`src/rtl/regfile_writeback_queue.sv`:
```
// Write-back queue in front of the 32x32 register file: buffers results, drains
// one per cycle to the single write port and forwards pending values to decode.
module regfile_writeback_queue #(
  parameter int DEPTH = 4,
  parameter int AW    = 5,
  parameter int DW    = 32
) (
  input  logic                     clk,
  input  logic                     rst,
  input  logic                     in_valid,
  output logic                     in_ready,
  input  logic [AW-1:0]            in_addr,
  input  logic [DW-1:0]            in_data,
  input  logic                     drain_en,
  output logic                     rf_we,
  output logic [AW-1:0]            rf_wa,
  output logic [DW-1:0]            rf_wd,
  input  logic [AW-1:0]            q_ra1,
  input  logic [AW-1:0]            q_ra2,
  output logic                     fwd_hit1,
  output logic [DW-1:0]            fwd_data1,
  output logic                     fwd_hit2,
  output logic [DW-1:0]            fwd_data2,
  output logic [$clog2(DEPTH):0]   count,
  output logic                     empty
);
  localparam int PW = $clog2(DEPTH);
  localparam int CW = PW + 1;

  logic [DEPTH-1:0][AW-1:0] addr_q, addr_d;
  logic [DEPTH-1:0][DW-1:0] data_q, data_d;
  logic [DEPTH-1:0]         valid_q, valid_d;
  logic [PW-1:0]            rp_q, rp_d, wp_q, wp_d;
  logic [CW-1:0]            count_q, count_d;
  logic                     store, pop;
  logic [PW-1:0]            fidx;

  assign empty    = (count_q == '0);
  assign count    = count_q;
  assign in_ready = (count_q != CW'(DEPTH));
  assign rf_we    = !empty && drain_en;
  assign rf_wa    = empty ? '0 : addr_q[rp_q];
  assign rf_wd    = empty ? '0 : data_q[rp_q];

  // Register 0 completes the handshake but is never stored.
  assign store = in_valid && in_ready && (in_addr != '0);
  assign pop   = rf_we;

  always_comb begin
    addr_d  = addr_q;
    data_d  = data_q;
    valid_d = valid_q;
    rp_d    = rp_q;
    wp_d    = wp_q;
    if (pop) begin
      valid_d[rp_q] = 1'b0;
      rp_d          = rp_q + PW'(1);
    end
    if (store) begin
      addr_d[wp_q]  = in_addr;
      data_d[wp_q]  = in_data;
      valid_d[wp_q] = 1'b1;
      wp_d          = wp_q + PW'(1);
    end
    count_d = count_q + CW'(store) - CW'(pop);
  end

  always_ff @(posedge clk or posedge rst) begin
    if (rst) begin
      addr_q  <= '0;
      data_q  <= '0;
      valid_q <= '0;
      rp_q    <= '0;
      wp_q    <= '0;
      count_q <= '0;
    end else begin
      addr_q  <= addr_d;
      data_q  <= data_d;
      valid_q <= valid_d;
      rp_q    <= rp_d;
      wp_q    <= wp_d;
      count_q <= count_d;
    end
  end

  // Walk oldest to youngest so the last match wins; the head being written
  // this cycle is still searched since the register file has not updated yet.
  always_comb begin
    fwd_hit1  = 1'b0;
    fwd_data1 = '0;
    fwd_hit2  = 1'b0;
    fwd_data2 = '0;
    fidx      = '0;
    for (int k = 0; k < DEPTH; k++) begin
      fidx = rp_q + PW'(k);
      if (valid_q[fidx] && (q_ra1 != '0) && (addr_q[fidx] == q_ra1)) begin
        fwd_hit1  = 1'b1;
        fwd_data1 = data_q[fidx];
      end
      if (valid_q[fidx] && (q_ra2 != '0) && (addr_q[fidx] == q_ra2)) begin
        fwd_hit2  = 1'b1;
        fwd_data2 = data_q[fidx];
      end
    end
  end
endmodule

```
`config.mk`:
```
export PLATFORM = sky130hd
export DESIGN_NAME = regfile_writeback_queue
export DESIGN_NICKNAME = d
export VERILOG_FILES = /design/src/rtl/regfile_writeback_queue.sv
export SDC_FILE = /design/constraint.sdc
export NUM_CORES = 1
export LEC_CHECK = 0
export ABC_AREA = 1
export CAP_MARGIN = 20
export CELL_PAD_IN_SITES_DETAIL_PLACEMENT = 1
export CELL_PAD_IN_SITES_GLOBAL_PLACEMENT = 2
export CORE_MARGIN = 4
export CORE_UTILIZATION = 33
export CTS_CLUSTER_DIAMETER = 80
export CTS_CLUSTER_SIZE = 40
export DETAILED_ROUTE_END_ITERATION = 10
export PLACE_DENSITY = 0.95
export SLEW_MARGIN = 25
export SYNTH_ARGS = -nofsm -noshare
export SYNTH_HDL_FRONTEND = slang
export SYNTH_SLANG_ARGS = --single-unit
```
`constraint.sdc`:
```
create_clock -name clk -period 11.7 [get_ports clk]
set_input_delay 1.755 -clock clk [delete_from_list [all_inputs] [get_ports clk]]
set_output_delay 1.755 -clock clk [all_outputs]
set_load 0.02 [all_outputs]
```
# Yosys cells after proc, flatten, opt, wreduce, memory -nomap -nowiden
# Cells that the tools add are included.
[word_totals]
ff_bits = 159
inputBits = 51
output_inout_bits = 109
word_cells = 117
[op_classes]
add_sub_neg = 6
order_cmp = 7
eq_ne = 9
n_mux = 54
bitwise = 3
n_reduce_logical = 26
[ops]
columns = ["cell", "count"]
rows = [
  ["32-bit 2-to-1 mux", 14],
  ["32-bit binary-select mux with 2-bit select", 4],
  ["128-bit bitwise mux", 1],
  ["32-bit demux with 2-bit select", 1],
  ["5-bit binary-select mux with 2-bit select", 4],
  ["5-bit == test", 8],
  ["5-bit 2-to-1 mux", 6],
  ["1-bit logical AND", 21],
  ["20-bit bitwise mux", 1],
  ["2-bit by 3-bit < comparator with 1-bit output (second input constant)", 5],
  ["5-bit nonzero test", 3],
  ["1-bit 2-to-1 mux", 14],
  ["5-bit demux with 2-bit select", 1],
  ["1-bit binary-select mux with 2-bit select", 4],
  ["4-bit 2-to-1 mux", 2],
  ["2-bit by 1-bit adder with 2-bit output (second input constant)", 2],
  ["2-bit adder (second input constant)", 2],
  ["4-bit bitwise AND", 1],
  ["1-bit demux with 2-bit select", 2],
  ["2-bit by 1-bit >= comparator with 1-bit output (second input constant)", 2],
  ["4-bit NOT", 1],
  ["4-bit OR", 1],
  ["3-bit by 1-bit adder with 3-bit output", 1],
  ["3-bit zero test", 1],
  ["other kinds (3)", 3],
]

# Logic depth before layout (Yosys ltp)
[depth]
ltp_word = 9
depth_mapped = 21
depth_no_buf = 14

# Worst setup path after synthesis
# No wires, ideal clock.
[synth_timing]
path_type = "input-to-output"
start = "in q_ra1[4]"
end = "out fwd_data1[16]"
t_arrival_ns = 3.201
required_ns = 9.945
path_slack_ns = 6.744
cell_stages = 13
n_path_buf = 3
path_cell_list = "clkbuf_1 > inv_1 > nand4_1 > inv_1 > nor2_1 > nand2_1 > nor2_2 > buf_2 > buf_2 > nand4_1 > nand3_1 > nand2_1 > nand2_1"
[synth_via]
elab_chain_cells = 7
word_cells_on_any_way = 17
classes_between = "eq/ne (4); mux (4); reduce/logical (9)"
[synth_rtl]
columns = ["item", "line_no", "source"]
rows = [
  ["start: declaration", "18", "input logic [AW-1:0] q_ra1,"],
  ["5-bit nonzero test", "96", "if (valid_q[fidx] && (q_ra1 != '0) && (addr_q[fidx] == q_ra1)) begin"],
  ["1-bit logical AND (2 in series)", "96", ""],
  ["32-bit 2-to-1 mux (3 in series)", "96", ""],
  ["32-bit 2-to-1 mux (*)", "96", ""],
  ["end: declaration", "21", "output logic [DW-1:0] fwd_data1,"],
]
# Mark *: on every way between the ends. The rest lies on a longest branch, timed or not.

# Final worst setup path
[layout_timing]
start = "reg rp_q[0]"
end = "out fwd_data1[27]"
[layout_via]
elab_chain_cells = 8
word_cells_on_any_way = 43
classes_between = "add/sub (3); eq/ne (4); mux (28); reduce/logical (8)"
[layout_rtl]
columns = ["item", "line_no", "source"]
rows = [
  ["start: declaration", "33", "logic [PW-1:0] rp_q, rp_d, wp_q, wp_d;"],
  ["start signal: assignment", "80", "rp_q <= rp_d;"],
  ["2-bit by 1-bit adder with 2-bit output (tied with other cells)", "95", "fidx = rp_q + PW'(k);"],
  ["5-bit binary-select mux with 2-bit select (tied with other cells)", "96", ""],
  ["5-bit 2-to-1 mux (not written as such) (tied with other cells)", "96", ""],
  ["5-bit == test / 1-bit logical AND (equally long branches)", "96", ""],
  ["1-bit logical AND / 32-bit 2-to-1 mux (equally long branches)", "96", ""],
  ["32-bit 2-to-1 mux (2 in series)", "96", ""],
  ["32-bit 2-to-1 mux (*)", "96", ""],
]
# Mark *: on every way between the ends. The rest lies on a longest branch, timed or not. The select of a mux whose other input is x is not followed.

==> metrics.yaml <==
cts:
  cts-root-buf: "clkbuf_16"
  clockBufferDepth: 2
  clk_pin_slew_worst_paths_ns: 0.07
  htree_levels: 4
  numCtsBuffers: 17
  cts_resized: 0
  cts_setup_buffers: 0
  insertion_delay_ns: 0.44
  ctsHoldBuffers: 0
  cts_sinks: 159
  cts_tree: "yes"
global_route:
  track_usage: 0.251
  top_usage_layer: "met2"
  met3_usage: 0.0375
  grt_max_degree: 96
  grt_pass1_vias: 14800
  grt.overflow.total: 0
  grt_antenna_before_repair: 0
  use_met2: 0.394
  grt_pass1_wl_um: 88900
  use_met1: 0.368
routing:
  firstDrtPassIters: 8
  wl_per_cell_um: 20.7
  num_vias: 14600
  drc: 0
  ant_nets: 0
  totalWireLength_um: 56100
  drtIter0Drc: 1159
  vias_per_cell: 5.39
logic_synthesis:
  synth_cell_types: 35
  syn_area_um2: 13400
  yosys-top-cells-area: "dfrtp_1, nand2_1, o21ai_0"
  synthTopCellsByCount: "nand2_1, o21ai_0, nor2_1, inv_1, dfrtp_1"
  synth_top_family_by_area: "simple AND/OR/NAND/NOR gates"
  ys_seq_area_frac: 0.298
  yosysTopAreaCellShare: 0.298
  synth.mux.area_fraction: 0.0509
  ys_dominant_reg_cell: "dfrtp_1"
  synth_fp_nets: 2189
  ys_ff_latch: 159
  yosys.area_share.simple: 0.369
  yosysTopAreaCell: "dfrtp_1"
  synth_xor_area_frac: 0.00589
  yosys_warnings: 0
  synthMostInstantiatedCell: "nand2_1"
  synth-compound-area-share: 0.153
  async_flop_share: 1.00
  synthCells: 2127
  synth_edf_count: 0
  syn_avg_cell_area_um2: 6.29
  synthAdderAreaFrac: 0.0109
sta:
  slew_headroom: 0.282
  hold_violations: 0
  fin_crit_sh: 0.677
  period_needed_ns: 7.93
  fin_skew_ns: 0.00645
  slew_viol_final: 0
  max_freq_mhz: 126
  rsz0062_at_grt: "no"
  setup_viol: 0
  tightest_slew_ns: 1.07
  fin_setup_tns_ns: 0
worst_setup_path:
  cp.required_ns: 9.95
  ff2ff_path_depth: 8
  reg2reg_slack_ns: 8.92
  reg2reg_to: "count[2]"
  cp_max_fo: 85
  start_kind: "flop"
  crit_type: "flop to output port"
  cp_data_arrival_time_ns: 6.17
  reg2reg_from: "count[2]"
  end_kind: "output port"
floorplanning:
  io_pins: 160
  rows: 73
  coreArea_um2: 39900
  start_util: 0.335
  die_w_um: 209
  dieHeight_um: 209
  die_area_um2: 43800
min_path:
  hold_depth: 2
  whs_endpoint: "data_q[66]"
  worstHoldStart: "data_q[66]"
  hp-class: "flop to flop"
place:
  placed_area_um2: 15100
  port_buffers: 159
  dpl.cell_count: 2681
  gp_congestion: 0.953
  dp_hpwl_um: 39400
layout:
  regArea_um2: 3980
  syn2layout_area_growth_pct: 17.2
  nFillCells: 5201
  fin_cells: 2713
  multi_input_comb_area_um2: 7930
  final_net_count: 2238
  drive_above_1_share: 0.0672
  fin_area_um2: 15700
  insertedDiodeCount: 0
outcome:
  run_status: "finished, final reports clean"
job:
  maxCapViolCount: 0
state kept, by name, indices dropped and copies added, names as in the netlist:
register and cells:
data_q 128, addr_q 20, valid_q 4, count 3, rp_q 2, wp_q 2
worst max-delay path, cell delays in order (launching register included):
cell and delay, ns:
dfrtp_4 0.65, inv_2 0.08, buf_4 0.65, ha_2 0.44, inv_2 0.06, buf_4 0.65
nand3_1 0.31, nand3_1 0.15, nand2_1 0.07, nor2_2 0.10, buf_4 0.35, nand3_2 0.85
nor2_1 0.31, nor2_1 0.07, nand2_1 0.06, nand2_1 0.05, nand2_1 0.16, clkdlybuf4s50_1 0.65
worst max-delay path by stage:
stage	start	endpoint	slack (ns)	depth (start not counted)
detailed placement	rp_q[0]	fwd_data1[27]	4.00	17
global placement	rp_q[0]	fwd_data1[27]	4.16	17
CTS	rp_q[0]	fwd_data1[27]	3.53	17
finish	rp_q[0]	fwd_data1[27]	3.77	17
global route	rp_q[0]	fwd_data1[27]	3.35	17
floorplan	rst	addr_q[0]	5.65	1
per-stage QoR:
step                utilization  worst slack, ns  hold WS, ns
floorplan                     -             5.65        0.453
global placement          0.377             4.16        0.468
detailed placement        0.377             4.00        0.487
CTS                       0.392             3.53        0.504
global route              0.393             3.35        0.538
finish                    0.393             3.77        0.502
metal layers:
layer | part of all wire | wire length (µm) | up-vias
li1 | - | - | 6922
met1 | 0.48 | 27000 | 7210
met2 | 0.44 | 24900 | 430
met3 | 0.057 | 3190 | 60
met4 | 0.019 | 1070 | 0
met5 | 0 | 0 | -
layout make-up:
cell class,count,share of cell area
timing repair buffer,179,0.112
tap,525,0.0419
clock inverter,12,0.00878
inverter,200,0.0483
sequential,159,0.254
clock buffer,19,0.0289
multi-input combinational,1619,0.506
kinds of logic after synthesis:
| kind of cell | after synthesis |
|---|---|
| buffers and inverters | 349 |
| adder cells (fa/ha/maj) | 11 |
| XOR/XNOR | 9 |
| multiplexers | 68 |
| flip-flops | 159 |
| AND/OR/NAND/NOR | 1143 |
| AO/OA/AOI/OAI | 388 |
placed cells by master, fill, tap and decap left out, types with 10 or more instances in the layout:
master	count
or2_1	17
or2_0	13
inv_1	194
nand3_1	150
or2_2	47
buf_4	19
clkdlybuf4s50_1	159
dfrtp_1	158
nand2_1	616
clkbuf_16	17
o21ai_0	272
a21oi_1	30
mux2i_1	68
o21ai_1	50
nor2_1	208
nor2_2	10
o21a_1	24
nand4_1	56
Power is not shown: default switching activity piles up to over one toggle a cycle in this logic, so the estimate is an artifact.
